==> src/rtl/ccpd_hit_gate_counter.sv <==
// CCPD hit-gate counter: counts synchronised MONHIT rising edges inside each CCPD_GATE window
// and queues one 32-bit summary word per window in a first-word-fall-through FIFO.
module ccpd_hit_gate_counter #(
   parameter logic [3:0] DATA_IDENTIFIER = 4'b0111,
   parameter int         FIFO_DEPTH      = 16
) (
   input  logic        BUS_CLK,
   input  logic        BUS_RST_B,
   input  logic        ENABLE,
   input  logic        GATE_IN,
   input  logic        HIT_IN,
   input  logic        CLEAR,
   input  logic        FIFO_READ,
   output logic        FIFO_EMPTY,
   output logic [31:0] FIFO_DATA,
   output logic [7:0]  LOST_CNT,
   output logic        BUSY
);

   localparam int             AW      = $clog2(FIFO_DEPTH);
   localparam logic [AW:0]    DEPTH_C = (AW+1)'(FIFO_DEPTH);
   localparam logic [AW:0]    CNT_ONE = (AW+1)'(1);
   localparam logic [AW-1:0]  PTR_ONE = AW'(1);
   localparam logic [14:0]    HIT_MAX = 15'h7FFF;

   typedef enum logic [1:0] {IDLE, COUNT, WRITE} state_t;

   state_t         state_q, state_d;
   logic [2:0]     gate_sync_q, gate_sync_d;
   logic [2:0]     hit_sync_q, hit_sync_d;
   logic [14:0]    hit_cnt_q, hit_cnt_d;
   logic           ovf_q, ovf_d;
   logic [11:0]    gate_num_q, gate_num_d;
   logic [AW-1:0]  wr_ptr_q, wr_ptr_d;
   logic [AW-1:0]  rd_ptr_q, rd_ptr_d;
   logic [AW:0]    count_q, count_d;
   logic [7:0]     lost_q, lost_d;
   logic [31:0]    mem_q [FIFO_DEPTH];

   logic        gate_rise, gate_fall, hit_rise;
   logic        push, pop, full, empty, wr_en, drop;
   logic [31:0] word;

   // Both inputs share the same 2-flop + edge-register depth so their relative order survives.
   always_comb begin
      gate_sync_d = {gate_sync_q[1:0], GATE_IN};
      hit_sync_d  = {hit_sync_q[1:0], HIT_IN};
      gate_rise   = gate_sync_q[1] & ~gate_sync_q[2];
      gate_fall   = ~gate_sync_q[1] & gate_sync_q[2];
      hit_rise    = hit_sync_q[1] & ~hit_sync_q[2];
   end

   always_comb begin
      state_d   = state_q;
      hit_cnt_d = hit_cnt_q;
      ovf_d     = ovf_q;
      push      = 1'b0;
      unique case (state_q)
         IDLE: begin
            if (gate_rise && ENABLE) begin
               state_d   = COUNT;
               hit_cnt_d = {14'd0, hit_rise};
               ovf_d     = 1'b0;
            end
         end
         COUNT: begin
            if (CLEAR) begin
               state_d = IDLE;
            end else begin
               if (hit_rise) begin
                  if (hit_cnt_q == HIT_MAX) ovf_d = 1'b1;
                  else                      hit_cnt_d = hit_cnt_q + 15'd1;
               end
               if (gate_fall) state_d = WRITE;
            end
         end
         WRITE: begin
            push = ~CLEAR;
            // A gate that re-rises during the write cycle opens the next window immediately.
            if (gate_rise && ENABLE) begin
               state_d   = COUNT;
               hit_cnt_d = {14'd0, hit_rise};
               ovf_d     = 1'b0;
            end else begin
               state_d = IDLE;
            end
         end
         default: state_d = IDLE;
      endcase
   end

   always_comb begin
      word  = {DATA_IDENTIFIER, ovf_q, gate_num_q, hit_cnt_q};
      full  = (count_q == DEPTH_C);
      empty = (count_q == '0);
      pop   = FIFO_READ & ~empty & ~CLEAR;
      wr_en = push & (~full | pop);
      drop  = push & full & ~pop;

      gate_num_d = gate_num_q;
      wr_ptr_d   = wr_ptr_q;
      rd_ptr_d   = rd_ptr_q;
      count_d    = count_q;
      lost_d     = lost_q;
      if (CLEAR) begin
         gate_num_d = '0;
         wr_ptr_d   = '0;
         rd_ptr_d   = '0;
         count_d    = '0;
         lost_d     = '0;
      end else begin
         if (state_q == WRITE) gate_num_d = gate_num_q + 12'd1;
         if (wr_en) wr_ptr_d = wr_ptr_q + PTR_ONE;
         if (pop)   rd_ptr_d = rd_ptr_q + PTR_ONE;
         unique case ({wr_en, pop})
            2'b10:   count_d = count_q + CNT_ONE;
            2'b01:   count_d = count_q - CNT_ONE;
            default: count_d = count_q;
         endcase
         if (drop && lost_q != 8'hFF) lost_d = lost_q + 8'd1;
      end
   end

   always_ff @(posedge BUS_CLK or negedge BUS_RST_B) begin
      if (!BUS_RST_B) begin
         state_q     <= IDLE;
         gate_sync_q <= '0;
         hit_sync_q  <= '0;
         hit_cnt_q   <= '0;
         ovf_q       <= 1'b0;
         gate_num_q  <= '0;
         wr_ptr_q    <= '0;
         rd_ptr_q    <= '0;
         count_q     <= '0;
         lost_q      <= '0;
      end else begin
         state_q     <= state_d;
         gate_sync_q <= gate_sync_d;
         hit_sync_q  <= hit_sync_d;
         hit_cnt_q   <= hit_cnt_d;
         ovf_q       <= ovf_d;
         gate_num_q  <= gate_num_d;
         wr_ptr_q    <= wr_ptr_d;
         rd_ptr_q    <= rd_ptr_d;
         count_q     <= count_d;
         lost_q      <= lost_d;
      end
   end

   // Storage needs no reset: the head word is masked to zero whenever the FIFO is empty.
   always_ff @(posedge BUS_CLK) begin
      if (wr_en) mem_q[wr_ptr_q] <= word;
   end

   assign FIFO_EMPTY = empty;
   assign FIFO_DATA  = empty ? 32'd0 : mem_q[rd_ptr_q];
   assign LOST_CNT   = lost_q;
   assign BUSY       = (state_q == COUNT);

endmodule

==> config.mk <==
export PLATFORM = sky130hd
export DESIGN_NAME = ccpd_hit_gate_counter
export DESIGN_NICKNAME = d
export VERILOG_FILES = /design/src/rtl/ccpd_hit_gate_counter.sv
export SDC_FILE = /design/constraint.sdc
export NUM_CORES = 1
export LEC_CHECK = 0
export BUFFER_PORTS_ARGS = -buffer_cell sky130_fd_sc_hd__buf_2
export CELL_PAD_IN_SITES_DETAIL_PLACEMENT = 1
export CELL_PAD_IN_SITES_GLOBAL_PLACEMENT = 1
export CORE_MARGIN = 1.5
export CORE_UTILIZATION = 35
export DETAILED_ROUTE_END_ITERATION = 8
export MAX_ROUTING_LAYER = met4
export PLACE_DENSITY = 0.54
export SYNTH_ARGS = -nofsm -noshare
export SYNTH_HDL_FRONTEND = slang
export SYNTH_SLANG_ARGS = --single-unit
==> constraint.sdc <==
create_clock -name BUS_CLK -period 4.4 [get_ports BUS_CLK]
set_clock_uncertainty 0.2 [all_clocks]
set_input_delay 0.44 -clock BUS_CLK [delete_from_list [all_inputs] [get_ports BUS_CLK]]
set_output_delay 0.44 -clock BUS_CLK [all_outputs]
set_load 0.02 [all_outputs]
# Word level (Yosys, flattened, before mapping)
# Memories as Yosys holds them, arrays and structs flattened.
# Index checks and enable logic that the tools add are counted.
[classes]
n_addsub = 7
n_eq_ne = 14
muxes = 29
n_bitwise = 16
n_reduce_logical = 14
[ops]
columns = ["operator", "n"]
rows = [
  ["15-bit 2-to-1 mux", 4],
  ["32-bit 2-to-1 mux", 1],
  ["15-bit case mux with 2 select lines", 1],
  ["12-bit 2-to-1 mux", 2],
  ["4-bit 2-to-1 mux", 4],
  ["8-bit 2-to-1 mux", 2],
  ["15-bit by 1-bit adder with 15-bit output (second input constant)", 1],
  ["15-bit == test (second input constant)", 1],
  ["12-bit by 1-bit adder with 12-bit output (second input constant)", 1],
  ["5-bit case mux with 2 select lines", 1],
  ["5-bit AND reduction", 2],
  ["2-bit nonzero test", 5],
  ["4-bit by 1-bit adder with 4-bit output (second input constant)", 2],
  ["8-bit by 1-bit adder with 8-bit output (second input constant)", 1],
  ["1-bit AND", 8],
  ["1-bit 2-to-1 mux", 8],
  ["8-bit inequality test (second input constant)", 1],
  ["1-bit NOT", 7],
  ["2-bit 2-to-1 mux", 3],
  ["2-bit by 1-bit inequality test with 1-bit output (second input constant)", 3],
  ["2-bit inequality test (second input constant)", 3],
  ["2-bit case mux with 3 select lines", 1],
  ["5-bit by 1-bit adder with 5-bit output (second input constant)", 1],
  ["5-bit == test (second input constant)", 1],
  ["13 further kinds", 16],
]
[totals]
reg_bits = 57
mem_bits_rw = 448
output_inout_bits = 42
word_cells = 91
memories = 1
[mem_list]
columns = ["memory", "words", "word_bits", "rd", "rd_clocked_by_memory_dff", "write_ports", "line_no", "source"]
rows = [
  ["mem_q", 16, 28, 1, 0, 1, "38", "logic [31:0] mem_q [FIFO_DEPTH];"],
]

# Longest topological paths before layout
[depth]
depth_word = 9
depth_mapped = 11

# Worst setup path before layout
# OpenSTA, ideal clock, no wires.
[synth_path]
path_type = "register to register"
startpoint = "reg state_q[0]"
endpoint = "mem mem_q[0][0] in the netlist's numbering, enable pin"
setup_ns = 0.484
arrival_ns = 3.754
required_ns = 3.716
path_slack_ns = -0.038
path_stages_with_launch = 5
synth_period_minus_slack_ns = 4.438
cell_sequence = "dfrtp_1 -> clkbuf_1 -> nor3b_1 -> nand2_1 -> nor4_1"
[synth_via]
elab_chain_cells = 5
[synth_rtl]
columns = ["element", "line_no", "source"]
rows = [
  ["from (decl)", "28", "state_t state_q, state_d;"],
  ["from (signal assigned)", "137", "state_q <= state_d;"],
  ["2-bit == test", "58", "unique case (state_q)"],
  ["1-bit 2-to-1 mux", "58", ""],
  ["1-bit AND", "97", "wr_en = push & (~full | pop);"],
  ["1-bit 2-to-1 mux", "152", "if (wr_en) mem_q[wr_ptr_q] <= word;"],
  ["1-bit 2-to-1 mux (implied by the code)", "152", ""],
  ["to (decl)", "38", ""],
]
# Every way passes these cells.

# Final worst setup path
[layout_path]
startpoint = "reg count_q[1]"
endpoint = "out FIFO_DATA[3]"
[layout_via]
elab_chain_cells = 2
[layout_rtl]
columns = ["element", "line_no", "source"]
rows = [
  ["from (decl)", "36", "logic [AW:0] count_q, count_d;"],
  ["from (signal assigned)", "145", "count_q <= count_d;"],
  ["5-bit logical NOT", "95", "empty = (count_q == '0);"],
  ["32-bit 2-to-1 mux", "156", "assign FIFO_DATA = empty ? 32'd0 : mem_q[rd_ptr_q];"],
  ["to (decl)", "15", "output logic [31:0] FIFO_DATA,"],
]
# Every way passes these cells.

==> metrics <==
status=finished, final reports clean; mux share of post-synthesis cell area=15.77%; Relative slew margins=between 30% and 40%; clk slew on worst S/H paths=60 ps; sequential fraction of the synthesis area=about three quarters; post-route cell area=around 23000 sq um; Top Usage Layer GRT=met2; Fillers=5463; first-pass GRT wire length=about 72000 um; post-synthesis adder-cell area fraction=0.6228%; Clock Latency Late Sink=~600 ps; n_diodes=0; sequential cell fraction of total power=a little under half; Net Sw Frac=between 20% and 30%; syn nets=1040; minimum hold slack=~150 ps; largest net degree at the start of global routing=between 40 and 50; post-synthesis cell count=roughly 1000; Post-Synth Simple-Gate Area=under 10%; I/O Pins=49; multi-input logic area=about 5000 sq um; Reg area=between 10000 and 15000 sq um; met2 usage=about a quarter; Critical path origin=count_q[1]; via count=9982; TritonCTS buffer count=53; DRT antenna net count=0; RSZ-0062 raised after global routing=false; Slowest-stage cell, CP=nand2b_2; crit-path cells=nor4_2, nand2b_1, nand2b_2, buf_4, o22ai_1, buf_2; CP Capture Type=output pin; Hold Crit Class=flip-flop to flip-flop; cell area after placement=roughly 21000 sq um; VDD IR-drop max=roughly 0.33 mV; CTS resizes=0; r2r endpoint=mem_q[4][19]; Worst EP arrival=3310 ps; asr flop ratio synth=roughly 11%; post-synthesis xor/xnor area fraction=~1.2%; routing usage on met3=roughly 2.6%; Area Growth Syn to Fin=15.37%; Post-synth EDFFs=roughly 450; post-route minimum period=~3900 ps; DP Cell Count=approximately 1800; number of setup buffers added after CTS=0; GRT Overall Usage=between 10% and 20%; setup violators final=0; Worst R2R Start=state_q[0]; GP Congestion=0.7110; Setup crit end=FIFO_DATA[3]; share of cells above drive strength 1=26.74%; # hold bufs at CTS=4; residual DRC count=0; Avg WL per Cell=roughly 25 um; vias per cell=5.202; Max Clock Freq=between 200 and 300 MHz; drt total wl=47730 um; main combinational cell family by area after synthesis=multiplexers; combinational power share=a little under a fifth; count of cell types in the netlist=56; Crit Path Category=flip-flop to output pin; Nets=between 1000 and 1500; Syn Area/Cell=roughly 20 sq um; startpoint types=flip-flop; Rows=87; Synth Cell Area=20090 sq um; initial antenna violation count=0; P per Cell Area=518.4 nW/um^2; Die W=approximately 240 um; CTS tree=done; Starting Density=35.49%; IO buf count=47; worst r2r path cells=5; htree depth=2; reg2reg setup slack=roughly 900 ps; Max Cap Viol=0; Required @ worst endpoint=around 3800 ps; vias in the first global route=approximately 11000; dpl hpwl=~30000 um; Vert. Die Dim=242.6 um; clock net sink count=505; fin cells=between 1500 and 2000; post-synthesis compound-gate area fraction=2.610%; GRT Residual Overflow=0; Clk pwr share=35.5%; Hold Violations, Final=0; DIE AREA=~59000 sq um; drt first pass iters=5; Power Internal=8.660 mW; fin crit share=about nine tenths; Detailed Route Iter0 Violations=692; Switching Power=roughly 3.4 mW; total core area=56600 sq um; met1 global-route usage=roughly a quarter; crit-path max FO=20; worst-margin pin slew=between 900 and 1000 ps; prevailing post-synth register cell=edfxtp_1; Max Transition Viols Final=0; flop and latch count out of synthesis=approximately 500; number of synthesis warnings=0; CTS Root Cell=clkbuf_16; Clock Tree Buf Depth=3; CP peak stage delay=roughly 660 ps; Pleak=roughly 7.5 nW
## power groups by stage
stage	registers [mW]	logic, mW	clock network (mW)
detailed placement	5.55	2.35	0
CTS	5.45	2.36	4.38
finish	5.44	2.31	4.27
global placement	5.55	2.35	0
global route	5.46	2.48	4.56
floorplan	5.37	1.75	0
## routing by layer
metal / vias up / part of all wire, %
met1: 5406 / 49
met3: 73 / 3.5
met4: 0 / 1.7
li1: 4348 / -
met2: 155 / 46
met5: - / 0
## cell usage in the layout, fill, tap and decap left out, drive strengths merged, types with 4 or more instances in the layout
master,netlist,routed
a21oi,15,15
a31o,4,4
and2,10,10
and3,6,6
and4,4,4
buf,22,93
clkbuf,33,65
clkinv,0,28
dfrtp,57,57
dlygate4sd3,0,4
edfxtp,448,448
ha,10,10
inv,15,16
mux2i,61,61
mux4,112,112
nand2,26,26
nand2b,6,6
nand3,18,18
nand4,8,8
nor2,46,46
nor2b,6,6
nor4,9,9
o21ai,7,7
o22ai,29,29
or3,4,4
xnor2,13,13
xor2,15,15
## sequential cells by signal (all words and copies together), names as in the netlist, 2 cells and up
name / count
mem_q: 448
wr_ptr_q: 4
hit_sync_q: 3
hit_cnt_q: 15
rd_ptr_q: 4
LOST_CNT: 8
gate_num_q: 12
gate_sync_q: 3
count_q: 5
state_q: 2
## stage by stage
step                      utilization, %  power [mW]  worst slack, ps  setup TNS, ps
after floorplan                        -       7.120           -38.03          -4246
after global placement             37.96       7.895            954.8              0
after detailed placement           37.96       7.905            860.0              0
after CTS                          40.94       12.19            374.4              0
after global routing               40.94       12.50            185.3              0
final                              40.94       12.02            451.2              0
## Yosys cell counts (2+ instances only)
library cell,number,area share (%)
a2111oi_0,2,0.087
a211oi_1,3,0.11
a21oi_1,15,0.37
a22oi_1,2,0.075
a31o_2,4,0.17
a31oi_1,3,0.093
and2_1,10,0.31
and3_1,6,0.19
and4_1,4,0.17
buf_1,2,0.037
buf_2,14,0.35
buf_4,5,0.19
clkbuf_1,33,0.62
dfrtp_1,57,7.1
edfxtp_1,448,67
ha_1,10,0.62
inv_1,15,0.28
mux2_2,2,0.11
mux2i_1,60,3.0
mux4_2,112,13
nand2_1,26,0.49
nand2b_1,6,0.19
nand3_1,18,0.45
nand4_1,8,0.25
nor2_1,46,0.86
nor2b_1,6,0.19
nor3_1,3,0.075
nor3b_1,3,0.11
nor4_1,7,0.22
nor4_2,2,0.12
o21ai_0,7,0.17
o22ai_1,29,0.90
o31ai_1,2,0.075
o41ai_1,2,0.087
or3_1,3,0.093
or4_1,2,0.075
xnor2_1,13,0.57
xor2_1,15,0.65
## cell families after synthesis
group                    after synthesis
AO/OA/AOI/OAI                         76
XOR/XNOR                              28
adder cells (fa/ha/maj)               10
buffers and inverters                 70
flip-flops                           505
multiplexers                         175
other                                  1
AND/OR/NAND/NOR                      158
## worst min-delay path by stage
stage / from / to / slack [ps] / depth (start not counted)
floorplan: BUS_RST_B / LOST_CNT[0] / -60 / 0
global placement: hit_sync_q[0] / hit_sync_q[1] / 140 / 0
detailed placement: hit_sync_q[0] / hit_sync_q[1] / 140 / 0
CTS: hit_sync_q[0] / hit_sync_q[1] / 150 / 0
global route: hit_sync_q[0] / hit_sync_q[1] / 160 / 0
finish: hit_sync_q[0] / hit_sync_q[1] / 150 / 0
## worst max-delay path, delay by kind of cell (launching register included)
family                 cells  cell delay, ps
AND/OR/NAND/NOR            3            1590
AO/OA/AOI/OAI              1              90
flip-flops                 1             480
buffers and inverters      2             530
## area by class of cell
type	instances	share of cell area (%)
inverters	15	0.2429
well taps	756	4.081
repair buffers	97	2.840
clock buffers	65	5.917
clock inverters	33	1.209
multi-input cells	448	21.46
flip-flops and latches	505	64.25
Note: power is estimated with default switching activity, not from simulation.
